[config.mk]
export PLATFORM = sky130hd
export DESIGN_NAME = pc_gen_ras
export DESIGN_NICKNAME = d
export VERILOG_FILES = /design/src/rtl/pc_gen_ras.sv
export SDC_FILE = /design/constraint.sdc
export NUM_CORES = 1
export LEC_CHECK = 0
export ABC_AREA = 1
export BUFFER_PORTS_ARGS = -buffer_cell sky130_fd_sc_hd__buf_2
export CORE_MARGIN = 5
export CORE_UTILIZATION = 35
export DETAILED_ROUTE_END_ITERATION = 16
export PLACE_DENSITY = 0.56
export SLEW_MARGIN = 20
export SYNTH_ARGS = -nofsm -noshare
export SYNTH_HDL_FRONTEND = slang
export SYNTH_SLANG_ARGS = --single-unit
[constraint.sdc]
create_clock -name clk -period 4 [get_ports clk]
set_clock_uncertainty 0.15 [all_clocks]
set_input_delay 0.4 -clock clk [delete_from_list [all_inputs] [get_ports clk]]
set_output_delay 0.4 -clock clk [all_outputs]
set_load 0.05 [all_outputs]
[src/rtl/pc_gen_ras.sv]
// -----------------------------------------------------------------------------
// pc_gen_ras - fetch PC generator for the IF stage with a return address stack.
//
// Produces the registered fetch PC (npc). Each cycle it picks the next PC by
// priority: reset, eret, exception, misprediction recovery, branch
// prediction, a previously held (pending) prediction, then sequential
// advance by one fetch group.
//
// A taken prediction that arrives while IF is stalled is parked in a pending
// register and applied on the first unstalled cycle. This avoids redirecting
// through the stall.
//
// Optional feature macro: PC_RAS_EN
//   defined   - a circular return address stack predicts jr $ra targets
//               (bp_call pushes npc+8, bp_ret pops).
//   undefined - no RAS storage, ras_count is 0, bp_call is ignored and
//               bp_ret redirects to bp_target.
//
// Parameters:
//   RESET_ADDR  PC loaded on reset
//   EXC_ADDR    PC loaded on exception
//   FETCH_W     instructions per fetch group (1, 2, 4)
//   RAS_DEPTH   RAS entries (power of 2, >= 2)
//
// Ports:
//   clk, reset            clock, synchronous active-high reset
//   stall                 IF stalled, hold npc
//   eret / epc            eret committed, its return address
//   exc_oc                exception taken
//   pred_fail/real_target misprediction resolved, correct PC
//   bp_valid/bp_take/bp_target/bp_call/bp_ret  branch prediction inputs
//   npc                   current fetch PC
//   ras_count             number of valid RAS entries
//   pend_vld              a prediction captured during a stall is pending
// -----------------------------------------------------------------------------
module pc_gen_ras #(
    parameter logic [31:0] RESET_ADDR = 32'hbfc0_0000,
    parameter logic [31:0] EXC_ADDR   = 32'hbfc0_0380,
    parameter int unsigned FETCH_W    = 1,
    parameter int unsigned RAS_DEPTH  = 8
) (
    input  logic                           clk,
    input  logic                           reset,
    input  logic                           stall,
    input  logic                           eret,
    input  logic [31:0]                    epc,
    input  logic                           exc_oc,
    input  logic                           pred_fail,
    input  logic [31:0]                    real_target,
    input  logic                           bp_valid,
    input  logic                           bp_take,
    input  logic [31:0]                    bp_target,
    input  logic                           bp_call,
    input  logic                           bp_ret,
    output logic [31:0]                    npc,
    output logic [$clog2(RAS_DEPTH):0]     ras_count,
    output logic                           pend_vld
);

    localparam logic [31:0] STEP      = 32'(4 * FETCH_W);
    localparam logic [31:0] STEP_MASK = ~(STEP - 32'd1);

    logic [31:0] npc_q, npc_d;
    logic        pend_vld_q, pend_vld_d;
    logic [31:0] pend_target_q, pend_target_d;

    logic        flush;
    logic        redirect;
    logic [31:0] eff_tgt;

    assign flush    = eret | exc_oc | pred_fail;
    assign redirect = bp_valid & (bp_take | bp_ret);

`ifdef PC_RAS_EN
    localparam int unsigned PW = $clog2(RAS_DEPTH);
    localparam int unsigned CW = $clog2(RAS_DEPTH) + 1;

    logic [31:0]   ras_mem_q [RAS_DEPTH];
    logic [31:0]   ras_mem_d [RAS_DEPTH];
    logic [PW-1:0] ras_top_q, ras_top_d;
    logic [CW-1:0] ras_count_q, ras_count_d;
    logic          ras_nonempty;

    assign ras_nonempty = (ras_count_q != '0);
    // An empty stack falls back to the predictor's own target.
    assign eff_tgt      = (bp_ret && ras_nonempty) ? ras_mem_q[ras_top_q] : bp_target;

    // ras_top_q always indexes the newest entry. Pushing past full simply
    // wraps onto the oldest slot; the count saturates at RAS_DEPTH.
    always_comb begin
        ras_mem_d   = ras_mem_q;
        ras_top_d   = ras_top_q;
        ras_count_d = ras_count_q;
        if (bp_valid && !flush) begin
            if (bp_ret) begin
                if (ras_nonempty) begin
                    ras_top_d   = ras_top_q - PW'(1);
                    ras_count_d = ras_count_q - CW'(1);
                end
            end else if (bp_call) begin
                ras_top_d            = ras_top_q + PW'(1);
                ras_mem_d[ras_top_d] = npc_q + 32'd8;
                if (ras_count_q != CW'(RAS_DEPTH)) begin
                    ras_count_d = ras_count_q + CW'(1);
                end
            end
        end
    end

    always_ff @(posedge clk) begin
        if (reset) begin
            ras_top_q   <= '0;
            ras_count_q <= '0;
        end else begin
            ras_top_q   <= ras_top_d;
            ras_count_q <= ras_count_d;
        end
    end

    // Stack contents need no reset; ras_count_q gates every read.
    always_ff @(posedge clk) begin
        ras_mem_q <= ras_mem_d;
    end

    assign ras_count = ras_count_q;
`else
    logic unused_bp_call;

    assign unused_bp_call = bp_call;
    assign eff_tgt        = bp_target;
    assign ras_count      = '0;
`endif

    always_comb begin
        npc_d         = npc_q;
        pend_vld_d    = pend_vld_q;
        pend_target_d = pend_target_q;
        if (flush) begin
            pend_vld_d = 1'b0;
            if (eret) begin
                npc_d = epc;
            end else if (exc_oc) begin
                npc_d = EXC_ADDR;
            end else begin
                npc_d = real_target;
            end
        end else if (redirect) begin
            if (stall) begin
                // A newer prediction replaces an older pending one.
                pend_target_d = eff_tgt;
                pend_vld_d    = 1'b1;
            end else begin
                npc_d      = eff_tgt;
                pend_vld_d = 1'b0;
            end
        end else if (!stall) begin
            if (pend_vld_q) begin
                npc_d      = pend_target_q;
                pend_vld_d = 1'b0;
            end else begin
                // Masking first realigns after an unaligned redirect.
                npc_d = (npc_q & STEP_MASK) + STEP;
            end
        end
    end

    always_ff @(posedge clk) begin
        if (reset) begin
            npc_q         <= RESET_ADDR;
            pend_vld_q    <= 1'b0;
            pend_target_q <= '0;
        end else begin
            npc_q         <= npc_d;
            pend_vld_q    <= pend_vld_d;
            pend_target_q <= pend_target_d;
        end
    end

    assign npc      = npc_q;
    assign pend_vld = pend_vld_q;

endmodule

Word level (Yosys, flattened, before mapping)
Cells that the tools add are included.
Operators by class
  add/sub/neg operators: 1
  eq/ne operators: 2
  muxes and demuxes: 10
  bitwise operators: 5
  reductions and logical operators: 2
Operator list (number)
  2-to-1 mux 32 bit: 7
  adder 32 x 3 -> 32 bit, second input constant: 1
  inequality test 2 x 1 -> 1 bit, second input constant: 2
  2-to-1 mux 1 bit: 3
  OR 1 bit: 3
  AND reduction 3 bit: 1
  OR reduction 2 bit: 1
  AND 1 bit: 1
  inverter 1 bit: 1
Word-level totals
  register bits after elaboration: 65
  bits of input ports: 106
  output and inout port bits: 37
  logic and storage cells: 23

Longest topological paths before layout
Gate-level depths: netlist of the first run.
  depth after elaboration: 5
  mapped depth: 12
  depth with buffers taken out: 12

Worst setup path after synthesis of the first run
Ideal clock, no wire load.
  path kind: flip-flop to flip-flop
  start point: register npc_q[2], in the netlist npc[2]
  end point: register npc_q[28], in the netlist npc[28]
  library setup time: 0.117 ns
  data arrival time: 1.889 ns
  data required time: 3.733 ns
  setup slack: 1.844 ns
  cell stages (with the launch flop): 13
  buffers on the path: 0
  period minus slack after synthesis: 2.156 ns
  cells stage by stage: dfxtp_1 > ha_1 > nand3_1 > inv_1 > nand2_1 > nor2_1 > nand2_1 > nand2_1 > nand2_1 > nand2_1 > nand2_1 > nand2_1 > a21oi_1
On the way
  word-level cells in the longest chain between the ends: 5
RTL lines
  from (decl): line 63  | logic [31:0] npc_q, npc_d;
  from (signal assigned): line 173  | npc_q <= npc_d;
  adder 32 x 3 -> 32 bit: line 162  | npc_d = (npc_q & STEP_MASK) + STEP;
  2-to-1 mux 32 bit: line 157  | if (pend_vld_q) begin
  2-to-1 mux 32 bit: line 156  | end else if (!stall) begin
  2-to-1 mux 32 bit: line 147  | end else if (redirect) begin
  2-to-1 mux 32 bit: line 138  | if (flush) begin
No other way between the ends. The select of a mux whose other input is x is not followed.
A chain may end at the register's enable or synchronous reset.

Worst setup path in the final report of the first run
  start point: input port eret
  end point: register pend_target_q[10]
On the way
  word-level cells in the longest chain between the ends: 4
RTL lines
  from (decl): line 45  | input logic eret,
  OR 1 bit (2 in a row): line 71  | assign flush = eret | exc_oc | pred_fail;
  inverter 1 bit (no line)
  AND reduction 3 bit (no line)
  to (signal assigned): line 175  | pend_target_q <= pend_target_d;
  to (decl): line 65  | logic [31:0] pend_target_q, pend_target_d;
No other way between the ends.

==> results of run 1 <==
-- layer usage --
layer	track usage	vias to the layer above
met2	0.363	186
met1	0.309	2326
met5	0	-
met3	0.0337	14
met4	0.0758	0
li1	-	2569
-- worst max-delay path, cell delays in order --
cell and delay, ns:
sky130_fd_sc_hd__buf_2 0.26, sky130_fd_sc_hd__or2_4 0.33, sky130_fd_sc_hd__nor2_8 0.35, sky130_fd_sc_hd__nand2_4 0.07, sky130_fd_sc_hd__buf_4 0.23, sky130_fd_sc_hd__nor2_2 0.11
sky130_fd_sc_hd__buf_4 0.23, sky130_fd_sc_hd__inv_1 0.38, sky130_fd_sc_hd__o21ai_0 0.28, sky130_fd_sc_hd__a21oi_1 0.06
-- cell usage in the layout, fill, tap and decap left out, types with 6 or more instances in the layout --
cell / synthesis / final
sky130_fd_sc_hd__buf_2: 6 / 137
sky130_fd_sc_hd__o21ai_0: 34 / 34
sky130_fd_sc_hd__buf_4: 6 / 8
sky130_fd_sc_hd__a211oi_1: 10 / 10
sky130_fd_sc_hd__a21oi_1: 90 / 90
sky130_fd_sc_hd__o211ai_1: 6 / 6
sky130_fd_sc_hd__inv_1: 60 / 60
sky130_fd_sc_hd__dfxtp_1: 65 / 65
sky130_fd_sc_hd__nand3_1: 26 / 26
sky130_fd_sc_hd__o22ai_1: 8 / 8
sky130_fd_sc_hd__xnor2_1: 6 / 6
sky130_fd_sc_hd__a22oi_1: 19 / 19
sky130_fd_sc_hd__clkbuf_16: 0 / 9
sky130_fd_sc_hd__nor2_1: 98 / 98
sky130_fd_sc_hd__nand2_1: 219 / 219
-- logic make-up (layout without fill, tap and decap cells) --
logic type                 count (synthesis)  count (layout)  synth area share
AOI/OAI and AO/OA                        182             182             0.245
xor gates and xnor gates                   8               8            0.0164
adders and majority gates                  1               1           0.00293
buffers and inverters                    103             225            0.0993
DFF                                       65              65             0.305
other                                      1               4          0.000878
and+or+nand+nor                          355             355             0.331
-- sequential cells by signal, summed over array words and instances (netlist names) --
| register | count |
|---|---|
| pend_target_q | 32 |
| npc | 32 |
| pend_vld | 1 |
-- layout make-up --
| class | instances | share of cell area |
|---|---|---|
| Clock buffer | 11 | 0.0454 |
| Clock inverter | 5 | 0.0147 |
| Inverter | 64 | 0.0449 |
| Multi-Input combinational cell | 550 | 0.478 |
| Sequential cell | 65 | 0.243 |
| Tap cell | 147 | 0.0344 |
| Timing Repair Buffer | 145 | 0.139 |
-- final timing paths --
path	start	to	slack (ns)	cells after the start
worst max-delay path	eret	pend_target_q[10]$_SDFFE_PP0P_	1.33	10
worst min register to register	pend_target_q[3]$_SDFFE_PP0P_	pend_target_q[3]$_SDFFE_PP0P_	0.30	2
worst max register to register	npc[2]$_SDFFE_PP0P_	npc[22]$_SDFFE_PP1P_	1.76	11
worst min-delay path	bp_target[29]	pend_target_q[29]$_SDFFE_PP0P_	0.18	3
-- power by group --
group	switching (mW)	internal (mW)
Sequential	0.0433	0.676
Clock	0.302	0.562
Combinational	0.249	0.121
-- metrics by stage --
| stage | instances | setup slack (ns) | cell area [um2] | utilization |
|---|---|---|---|---|
| 2_1_floorplan | 718 | 1.84 | 4280 | - |
| 3_3_place_gp | 971 | 1.01 | 5030 | 0.419 |
| 3_5_place_dp | 971 | 0.992 | 5030 | 0.419 |
| 4_1_cts | 987 | 1.34 | 5350 | 0.446 |
| 5_1_grt | 987 | 1.17 | 5350 | 0.446 |
| 6_report | 987 | 1.33 | 5350 | 0.446 |
==> flow_metrics.env, run 1 <==
export IMPL_status="finished clean"
export IMPL_synth_warnings=0
export IMPL_first_global_vias=4909
export IMPL_synthesis_instances=715
export IMPL_h_tree_depth_reported_by_cts=3
export IMPL_clock_pin_slew_reported_for_the_worst_setup_and_hold_paths_after_clock_tree_synthesis_ns=0.06
export IMPL_synthesis_area_per_instance_um2=5.98
export IMPL_post_route_min_period_ns=2.67
export IMPL_synthesis_area_mm2=0.00427
export IMPL_cts_max_path_buffers=2
export IMPL_routed_wirelength_um=16200
export IMPL_n_fill_cell=1298
export IMPL_wl_met1_um=7440
export IMPL_cts_root_buf="sky130_fd_sc_hd__clkbuf_16"
export IMPL_first_pass_grt_wire_length_um=25700
export IMPL_gp_routability_congestion=0.950
export IMPL_report_final_slew_viol_count=0
export IMPL_die_height_um=120
export IMPL_power_density_cell_area_mw_per_mm2=365
export IMPL_min_delay_path_class="in -> reg"
export IMPL_synth_edff_count=0
export IMPL_firstDrtPassIters=5
export IMPL_initial_core_util=0.356
export IMPL_met2RoutedLength_um=7440
export IMPL_track_usage=0.226
export IMPL_clk_latency_ns=0.33
export IMPL_synthMostInstantiatedCell="sky130_fd_sc_hd__nand2_1"
export IMPL_post_synth_main_area_contributors="sky130_fd_sc_hd__dfxtp_1 (30%), sky130_fd_sc_hd__nand2_1 (19%), sky130_fd_sc_hd__a21oi_1 (11%)"
export IMPL_yosys_register_bits=65
export IMPL_synth_flop_cell="sky130_fd_sc_hd__dfxtp_1"
export IMPL_share_of_final_layout_standard_cells_stronger_than_drive_strength_1=0.208
export IMPL_start_to_end_type_of_the_worst_setup_path="in -> reg"
export IMPL_fmax_mhz=374
export IMPL_rsz_0062_raised_after_global_routing="false"
export IMPL_placement_io_buffers=137
export IMPL_area_growth_pct=25.2
export IMPL_drc_viols=0
export IMPL_fin_hold_ws_ns=0.176
export IMPL_die_width_um=120
export IMPL_io_pins=143
export IMPL_cellLeakagePower_nw=2.54
export IMPL_antenna_found_initial=0
export IMPL_timing_slew_headroom=0.391
export IMPL_fp_coreArea_mm2=0.0120
export IMPL_postCtsResizedCells=0
export IMPL_antennaDiodeCount=0
export IMPL_timing_final_hold_violations=0
export IMPL_timing_final_crit_share=0.668
export IMPL_ys_async_sr_fraction=0
export IMPL_startpoint_class="input port"
export IMPL_topRoutingLayerUsed="met4"
export IMPL_crit_path_max_fanout=25
export IMPL_multi_input_comb_area_mm2=0.00256
export IMPL_hpwlAfterDp_um=12100
export IMPL_design_final_nets=942
export IMPL_routed_via_count=5095
export IMPL_tritoncts="done"
export IMPL_critical_path_required_ns=4.04
export IMPL_totalNegativeSetupSlack_ns=0
export IMPL_max_cap_violation_count=0
export IMPL_synth_top_area_share=0.305
export IMPL_vdd_ir_drop_max_mv=0.227
export IMPL_via_per_inst=5.16
export IMPL_cts_post_setup_buffers_inserted=0
export IMPL_synthTopCellsByCount="sky130_fd_sc_hd__nand2_1 (219), sky130_fd_sc_hd__nor2_1 (98), sky130_fd_sc_hd__a21oi_1 (90), sky130_fd_sc_hd__dfxtp_1 (65), sky130_fd_sc_hd__inv_1 (60)"
export IMPL_grt_max_degree=41
export IMPL_endpoint_arrival_time_on_the_critical_path_ns=2.71
export IMPL_cts_hold_buf=0
export IMPL_detail_route_wl_per_cell_um=16.4
export IMPL_biggest_area_consumer_among_synthesized_cells="sky130_fd_sc_hd__dfxtp_1"
export IMPL_end_kind="flip-flop"
export IMPL_synth_yosys_seq_area_share=0.305
export IMPL_die_area_mm2=0.0145
export IMPL_setup_violations=0
export IMPL_sequential_cell_area_mm2=0.00130
export IMPL_numClockSinks=65
export IMPL_worstMarginPinSlew_ns=0.913
export IMPL_detail_route_antenna_nets=0
export IMPL_met3_wirelength_um=1050
export IMPL_synth_cell_type_count=35
export IMPL_core_rowCount=40
export IMPL_overflow=0
export IMPL_detailedRoute_firstIterationViolations=383
export IMPL_total_power_mw=1.95
export IMPL_numCtsBuffers=9
Note: power is estimated with default switching activity, not from simulation.
==> run 2: changes to the inputs <==
--- a/config.mk
+++ b/config.mk
@@ -10,7 +10,7 @@
 export CORE_MARGIN = 5
 export CORE_UTILIZATION = 35
 export DETAILED_ROUTE_END_ITERATION = 16
-export PLACE_DENSITY = 0.56
+export PLACE_DENSITY = 0.58
 export SLEW_MARGIN = 20
 export SYNTH_ARGS = -nofsm -noshare
 export SYNTH_HDL_FRONTEND = slang
==> constraint.sdc (replaced) <==
create_clock -name clk -period 2.2 [get_ports clk]
set_clock_uncertainty 0.15 [all_clocks]
set_input_delay 0.22 -clock clk [delete_from_list [all_inputs] [get_ports clk]]
set_output_delay 0.22 -clock clk [all_outputs]
set_load 0.05 [all_outputs]
==> run 2 against run 1 <==
  * Worst hold slack lost 0.16 ns
  * Die area stayed put
  * Critical path depth rose by 1
  * Worst setup slack lost 1.1 ns
  * Total power increased by 78%
  * Via count is 2.2% higher
  * First-iteration DRC count decreased by 2.3%
  * Non-clock buffer count is 32 higher
  * Sequential share of layout area fell by 1.1 points
  * Wire length grew 0.84%
  * Flip-flop and latch count unchanged
  * Cell area up 4.8%
  * Critical path type is now reg -> reg
  * Highest routed layer unchanged
==> flow_metrics.env, run 2 (synthesized netlist as in run 1, its figures left out) <==
export IMPL_status="finished clean"
export IMPL_timing_final_hold_violations=0
export IMPL_via_per_inst=5.12
export IMPL_cts_root_buf="sky130_fd_sc_hd__clkbuf_16"
export IMPL_timing_slew_headroom=0.662
export IMPL_antennaDiodeCount=0
export IMPL_drc_viols=0
export IMPL_detail_route_antenna_nets=0
export IMPL_holdCritStartpoint="bp_target[17]"
export IMPL_rsz_0062_raised_after_global_routing="false"
export IMPL_cellLeakagePower_nw=2.68
export IMPL_cts_max_path_buffers=2
export IMPL_grt_max_degree=36
export IMPL_core_rowCount=40
export IMPL_final_common_cell="sky130_fd_sc_hd__nand2_1"
export IMPL_min_delay_path_class="in -> reg"
export IMPL_die_height_um=120
export IMPL_track_usage=0.222
export IMPL_worstMarginPinSlew_ns=0.507
export IMPL_placed_instance_area_mm2=0.00516
export IMPL_overflow=0
export IMPL_critical_path_max_stage_delay_ns=0.33
export IMPL_antenna_found_initial=0
export IMPL_mostFrequentLayoutCells="sky130_fd_sc_hd__nand2_1 (219), sky130_fd_sc_hd__buf_2 (137), sky130_fd_sc_hd__nor2_1 (98)"
export IMPL_detailedPlace_worstSlack_ns=0.162
export IMPL_routed_wirelength_um=16300
export IMPL_worst_path_cell_chain="ha_1, nand3_1, inv_1, nand2_1, nor2_1, nand3_1, nand2_1, nand2_1, nand2_1, nand2_1, a21oi_1"
export IMPL_numClockSinks=65
export IMPL_post_route_min_period_ns=1.97
export IMPL_setup_violations=0
export IMPL_max_cap_violation_count=0
export IMPL_crit_buf_inv=1
export IMPL_critical_path_slowest_cell="sky130_fd_sc_hd__dfxtp_1"
export IMPL_die_width_um=120
export IMPL_h_tree_depth_reported_by_cts=3
export IMPL_critical_path_most_common_cell="sky130_fd_sc_hd__nand2_1"
export IMPL_total_power_mw=3.48
export IMPL_hpwlAfterDp_um=12300
export IMPL_firstDrtPassIters=5
export IMPL_startpoint_class="flip-flop"
export IMPL_endpoint_arrival_time_on_the_critical_path_ns=2.09
export IMPL_post_place_cells=988
export IMPL_crit_path_start="npc[2]$_SDFFE_PP0P_"
export IMPL_reg2reg_from="npc[2]$_SDFFE_PP0P_"
export IMPL_tritoncts="done"
export IMPL_share_of_final_layout_standard_cells_stronger_than_drive_strength_1=0.219
export IMPL_fmax_mhz=509
export IMPL_report_final_slew_viol_count=0
export IMPL_end_kind="flip-flop"
export IMPL_first_pass_grt_wire_length_um=25400
export IMPL_setup_ws_ns=0.234
export IMPL_vdd_ir_drop_max_mv=0.343
export IMPL_start_to_end_type_of_the_worst_setup_path="reg -> reg"
export IMPL_gp_routability_congestion=0.886
export IMPL_crit_path_max_fanout=4
export IMPL_detail_route_wl_per_cell_um=16.0
export IMPL_totalNegativeSetupSlack_ns=0
export IMPL_finalNonFillerCells=1018
export IMPL_fp_coreArea_mm2=0.0120
export IMPL_final_cell_area_mm2=0.00561
export IMPL_numCtsBuffers=9
export IMPL_cp_top_family="simple AND/OR/NAND/NOR gates"
export IMPL_fin_hold_ws_ns=0.0123
export IMPL_routed_via_count=5208
export IMPL_detailedRoute_firstIterationViolations=374
export IMPL_critical_path_required_ns=2.32
export IMPL_io_pins=143
export IMPL_first_global_vias=5031
export IMPL_die_area_mm2=0.0145
export IMPL_n_fill_cell=1284
export IMPL_clk_latency_ns=0.34
export IMPL_placement_io_buffers=137
export IMPL_clock_pin_slew_reported_for_the_worst_setup_and_hold_paths_after_clock_tree_synthesis_ns=0.06
export IMPL_timing_final_crit_share=0.894
export IMPL_area_growth_pct=31.3
export IMPL_power_density_cell_area_mw_per_mm2=621
export IMPL_initial_core_util=0.356
export IMPL_design_final_nets=974
export IMPL_final_core_util=0.467
-- run 2: cell count changes in the layout (fill, tap and decap cells not counted) --
| cell | previous run | this run |
|---|---|---|
| sky130_fd_sc_hd__clkinv_4 | 1 | 0 |
| sky130_fd_sc_hd__dlygate4sd3_1 | 0 | 15 |
| sky130_fd_sc_hd__bufinv_16 | 2 | 1 |
| sky130_fd_sc_hd__clkbuf_8 | 1 | 2 |
| sky130_fd_sc_hd__nor2_2 | 4 | 3 |
| sky130_fd_sc_hd__nor2_4 | 0 | 1 |
| sky130_fd_sc_hd__buf_4 | 8 | 25 |
-- run 2: what timing repair did --
item / 4_1_cts / 5_1_grt
hold endpoints to repair: 15 / 0
setup endpoints to repair: 0 / 1
resized for setup: 0 / 1
hold buffers: 15 / 0
setup buffers: 0 / 0
-- run 2: metal layers --
layer / track usage / part of all wire / vias to the layer above
li1: - / - / 2631
met1: 0.296 / 0.47 / 2366
met2: 0.364 / 0.46 / 194
met3: 0.0412 / 0.061 / 17
met4: 0.0659 / 0.014 / 0
met5: 0 / 0 / -
-- run 2: final timing paths --
path | slack (ns) | end | cells past startpoint
max | 0.23 | npc[28]$_SDFFE_PP1P_ | 11
min | 0.01 | pend_target_q[17]$_SDFFE_PP0P_ | 3
max reg2reg | 0.23 | npc[28]$_SDFFE_PP1P_ | 11
min reg2reg | 0.31 | pend_target_q[3]$_SDFFE_PP0P_ | 2
-- run 2: cell type report --
type	count	area (um2)	share of cell area
multi-input combinational	550	2560	0.457
sequential	65	1300	0.232
timing repair buffer	177	1020	0.182
clock buffer	12	256	0.0457
inverter	64	240	0.0428
tap	147	184	0.0328
clock inverter	3	40.0	0.00714
-- run 2: report_power, final --
part           leakage, nW  internal [mW]  switching (mW)
registers            0.531           1.23          0.0706
clock network        0.148          0.929           0.536
logic                 2.00          0.253           0.467
total                 2.68           2.41            1.07
-- run 2: worst reg2reg max path: stages, from the launching register on --
cell and delay, ns:
sky130_fd_sc_hd__dfxtp_1 0.33, sky130_fd_sc_hd__ha_1 0.25, sky130_fd_sc_hd__nand3_1 0.19, sky130_fd_sc_hd__inv_1 0.12
sky130_fd_sc_hd__nand2_1 0.14, sky130_fd_sc_hd__nor2_1 0.27, sky130_fd_sc_hd__nand3_1 0.12, sky130_fd_sc_hd__nand2_1 0.08
sky130_fd_sc_hd__nand2_1 0.04, sky130_fd_sc_hd__nand2_1 0.07, sky130_fd_sc_hd__nand2_1 0.05, sky130_fd_sc_hd__a21oi_1 0.11
==> run 3: changes to the inputs <==
--- a/config.mk
+++ b/config.mk
@@ -5,12 +5,12 @@
 export SDC_FILE = /design/constraint.sdc
 export NUM_CORES = 1
 export LEC_CHECK = 0
-export ABC_AREA = 1
+export ABC_CLOCK_PERIOD_IN_PS = 2200
 export BUFFER_PORTS_ARGS = -buffer_cell sky130_fd_sc_hd__buf_2
 export CORE_MARGIN = 5
 export CORE_UTILIZATION = 35
 export DETAILED_ROUTE_END_ITERATION = 16
-export PLACE_DENSITY = 0.58
+export PLACE_DENSITY = 0.59
 export SLEW_MARGIN = 20
 export SYNTH_ARGS = -nofsm -noshare
 export SYNTH_HDL_FRONTEND = slang
==> run 3 against run 2 <==
  * Fmax decreased by 7.4%
  * Clock power barely moved
  * First-iteration DRC count increased by 51%
  * Count of clock-buffer cells in the layout increased by 1
  * Final cell count fell by 11%
  * Sequential power about the same
  * Total power grew 2.7%
  * Worst setup slack worse by 0.16 ns
  * Core utilization is 4.8 points higher
  * Cell area grew 5.4%
  * Non-clock buffer count rose by 49
  * Largest power group unchanged
  * Highest routed layer unchanged
==> flow_metrics.env, run 3 <==
export IMPL_timing_slew_headroom=0.651
export IMPL_mostFrequentLayoutCells="sky130_fd_sc_hd__buf_2 (137), sky130_fd_sc_hd__nand2_1 (102), sky130_fd_sc_hd__a21oi_1 (75)"
export IMPL_clk_latency_ns=0.33
export IMPL_crit_path_max_fanout=7
export IMPL_finalNonFillerCells=909
export IMPL_detailedRoute_firstIterationViolations=564
export IMPL_via_per_inst=5.78
export IMPL_power_density_cell_area_mw_per_mm2=605
export IMPL_vdd_ir_drop_max_mv=0.392
export IMPL_track_usage=0.235
export IMPL_cellLeakagePower_nw=2.39
export IMPL_h_tree_depth_reported_by_cts=3
export IMPL_cp_top_family="simple AND/OR/NAND/NOR gates"
export IMPL_synth_fa_ha_area_frac=0.00303
export IMPL_initial_core_util=0.360
export IMPL_report_final_slew_viol_count=0
export IMPL_endpoint_arrival_time_on_the_critical_path_ns=2.25
export IMPL_total_power_mw=3.58
export IMPL_tritoncts="done"
export IMPL_design_final_nets=868
export IMPL_multi_input_comb_area_mm2=0.00259
export IMPL_timing_final_hold_violations=0
export IMPL_antennaDiodeCount=0
export IMPL_synthTopCellsByCount="sky130_fd_sc_hd__nand2_1 (102), sky130_fd_sc_hd__a21oi_1 (75), sky130_fd_sc_hd__dfxtp_1 (65), sky130_fd_sc_hd__clkbuf_1 (41), sky130_fd_sc_hd__nor2_1 (30)"
export IMPL_drc_viols=0
export IMPL_post_synth_and_or_nand_nor_area_fraction=0.254
export IMPL_numCtsBuffers=9
export IMPL_start_to_end_type_of_the_worst_setup_path="reg -> reg"
export IMPL_fin_hold_ws_ns=0.00538
export IMPL_io_pins=143
export IMPL_biggest_area_consumer_among_synthesized_cells="sky130_fd_sc_hd__dfxtp_1"
export IMPL_share_of_final_layout_standard_cells_stronger_than_drive_strength_1=0.322
export IMPL_synth_warnings=0
export IMPL_die_height_um=119
export IMPL_synth_cell_type_count=61
export IMPL_setup_violations=0
export IMPL_timing_final_crit_share=0.965
export IMPL_post_route_min_period_ns=2.12
export IMPL_cts_root_buf="sky130_fd_sc_hd__clkbuf_16"
export IMPL_n_fill_cell=1107
export IMPL_end_kind="flip-flop"
export IMPL_area_growth_pct=43.2
export IMPL_combinational_family_with_the_most_area_after_synthesis="compound AO/OA/AOI/OAI gates"
export IMPL_sequential_cell_area_mm2=0.00136
export IMPL_rsz_0062_raised_after_global_routing="false"
export IMPL_die_width_um=119
export IMPL_first_global_vias=5169
export IMPL_detail_route_wl_per_cell_um=18.8
export IMPL_critical_path_max_stage_delay_ns=0.57
export IMPL_post_synth_main_area_contributors="sky130_fd_sc_hd__dfxtp_1 (32%), sky130_fd_sc_hd__nand2_1 (9.3%), sky130_fd_sc_hd__a21oi_1 (9.1%)"
export IMPL_overflow=0
export IMPL_critical_path_slowest_cell="sky130_fd_sc_hd__or4_4"
export IMPL_fmax_mhz=471
export IMPL_final_core_util=0.515
export IMPL_synthMostInstantiatedCell="sky130_fd_sc_hd__nand2_1"
export IMPL_die_area_mm2=0.0141
export IMPL_gp_routability_congestion=0.884
export IMPL_synthesis_area_per_instance_um2=7.19
export IMPL_min_delay_path_class="in -> reg"
export IMPL_yosys_register_bits=65
export IMPL_grt_max_degree=45
export IMPL_post_place_cells=866
export IMPL_crit_buf_inv=0
export IMPL_hpwlAfterDp_um=12500
export IMPL_synth_flop_cell="sky130_fd_sc_hd__dfxtp_1"
export IMPL_numClockSinks=65
export IMPL_synthesis_area_mm2=0.00413
export IMPL_synth_yosys_seq_area_share=0.315
export IMPL_status="finished clean"
export IMPL_synth_edff_count=0
export IMPL_critical_path_required_ns=2.33
export IMPL_routed_wirelength_um=17100
export IMPL_antenna_found_initial=0
export IMPL_clock_pin_slew_reported_for_the_worst_setup_and_hold_paths_after_clock_tree_synthesis_ns=0.06
export IMPL_synth_area_mux_share=0.0197
export IMPL_worstMarginPinSlew_ns=0.523
export IMPL_critical_path_most_common_cell="sky130_fd_sc_hd__or4_1"
export IMPL_synth_top_area_share=0.315
export IMPL_final_common_cell="sky130_fd_sc_hd__buf_2"
export IMPL_ys_async_sr_fraction=0
export IMPL_yosys_area_share_xor_xnor=0.0339
export IMPL_startpoint_class="flip-flop"
export IMPL_detail_route_antenna_nets=0
export IMPL_placement_io_buffers=137
export IMPL_synthesis_instances=574
export IMPL_firstDrtPassIters=6
export IMPL_routed_via_count=5250
export IMPL_synth_compound_gate_area_share=0.308
export IMPL_max_cap_violation_count=0
export IMPL_postCtsResizedCells=0
export IMPL_fp_coreArea_mm2=0.0115
export IMPL_worst_path_cell_chain="nand3_1, or4_4, or4_1, a211oi_1, or4_1"
export IMPL_first_pass_grt_wire_length_um=27000
export IMPL_cts_max_path_buffers=2
export IMPL_core_rowCount=39
-- run 3: changes by cell type in the layout (fill, tap and decap cells not counted), sizes merged, moves of 7 or more --
cell	before	now
a21oi	90	75
a222oi	0	10
a22oi	19	4
buf	162	200
dlygate4sd3	15	26
inv	62	11
mux2i	0	7
nand2	221	103
nand4	0	12
nor2	103	30
nor3	0	17
-- run 3: cells by family after synthesis --
family          Yosys count
simple gates            220
compound gates          199
flops                    65
buf+inv                  64
xor+xnor                 16
mux                       8
fa+ha+maj                 1
other cells               1
-- run 3: timing repair --
| item | CTS | global route |
|---|---|---|
| setup buffers | 0 | 1 |
| hold buffers | 26 | 0 |
| hold endpoints to repair | 26 | 0 |
| setup endpoints to repair | 0 | 2 |
-- run 3: tightest hold or removal path, delay by kind of cell --
kind | cells | cell delay, ns
compound gates | 1 | 0.05
simple gates | 1 | 0.05
buf+inv | 1 | 0.11
-- run 3: where the power goes --
part           total [mW]  switching (mW)  internal, mW
Combinational       0.817           0.505         0.312
Clock                1.47           0.537         0.936
Sequential           1.29          0.0587          1.23
Total                3.58            1.10          2.48
-- run 3: cell type report --
| cell class | count | area share |
|---|---|---|
| Timing Repair Buffer | 226 | 0.244 |
| Clock buffer | 13 | 0.0440 |
| Multi-Input combinational cell | 448 | 0.438 |
| Inverter | 11 | 0.00699 |
| Tap cell | 143 | 0.0303 |
| Clock inverter | 3 | 0.00677 |
| Sequential cell | 65 | 0.230 |
-- run 3: final timing paths --
path	slack, ns	startpoint	endpoint	cells past startpoint
max reg2reg	0.08	npc[21]$_SDFFE_PP0P_	npc[31]$_SDFFE_PP1P_	5
min reg2reg	0.30	pend_target_q[8]$_SDFFE_PP0P_	pend_target_q[8]$_SDFFE_PP0P_	2
max	0.08	npc[21]$_SDFFE_PP0P_	npc[31]$_SDFFE_PP1P_	5
min	0.005	bp_target[18]	pend_target_q[18]$_SDFFE_PP0P_	3
-- run 3: per-stage QoR --
step / setup slack (ns) / area (um2) / TNS [ns]
after floorplan: -0.0333 / 4210 / -0.0333
after global placement: 0.0133 / 5340 / 0
final: 0.0769 / 5910 / 0
after global routing: 0.00678 / 5910 / 0
after CTS: 0.00741 / 5900 / 0
after detailed placement: 0.0162 / 5340 / 0
-- run 3: routing by layer --
layer / GRT usage / routed length [um]
met2: 0.394 / 8380
met1: 0.305 / 7040
met5: 0 / 0
met3: 0.0454 / 1340
met4: 0.0765 / 370
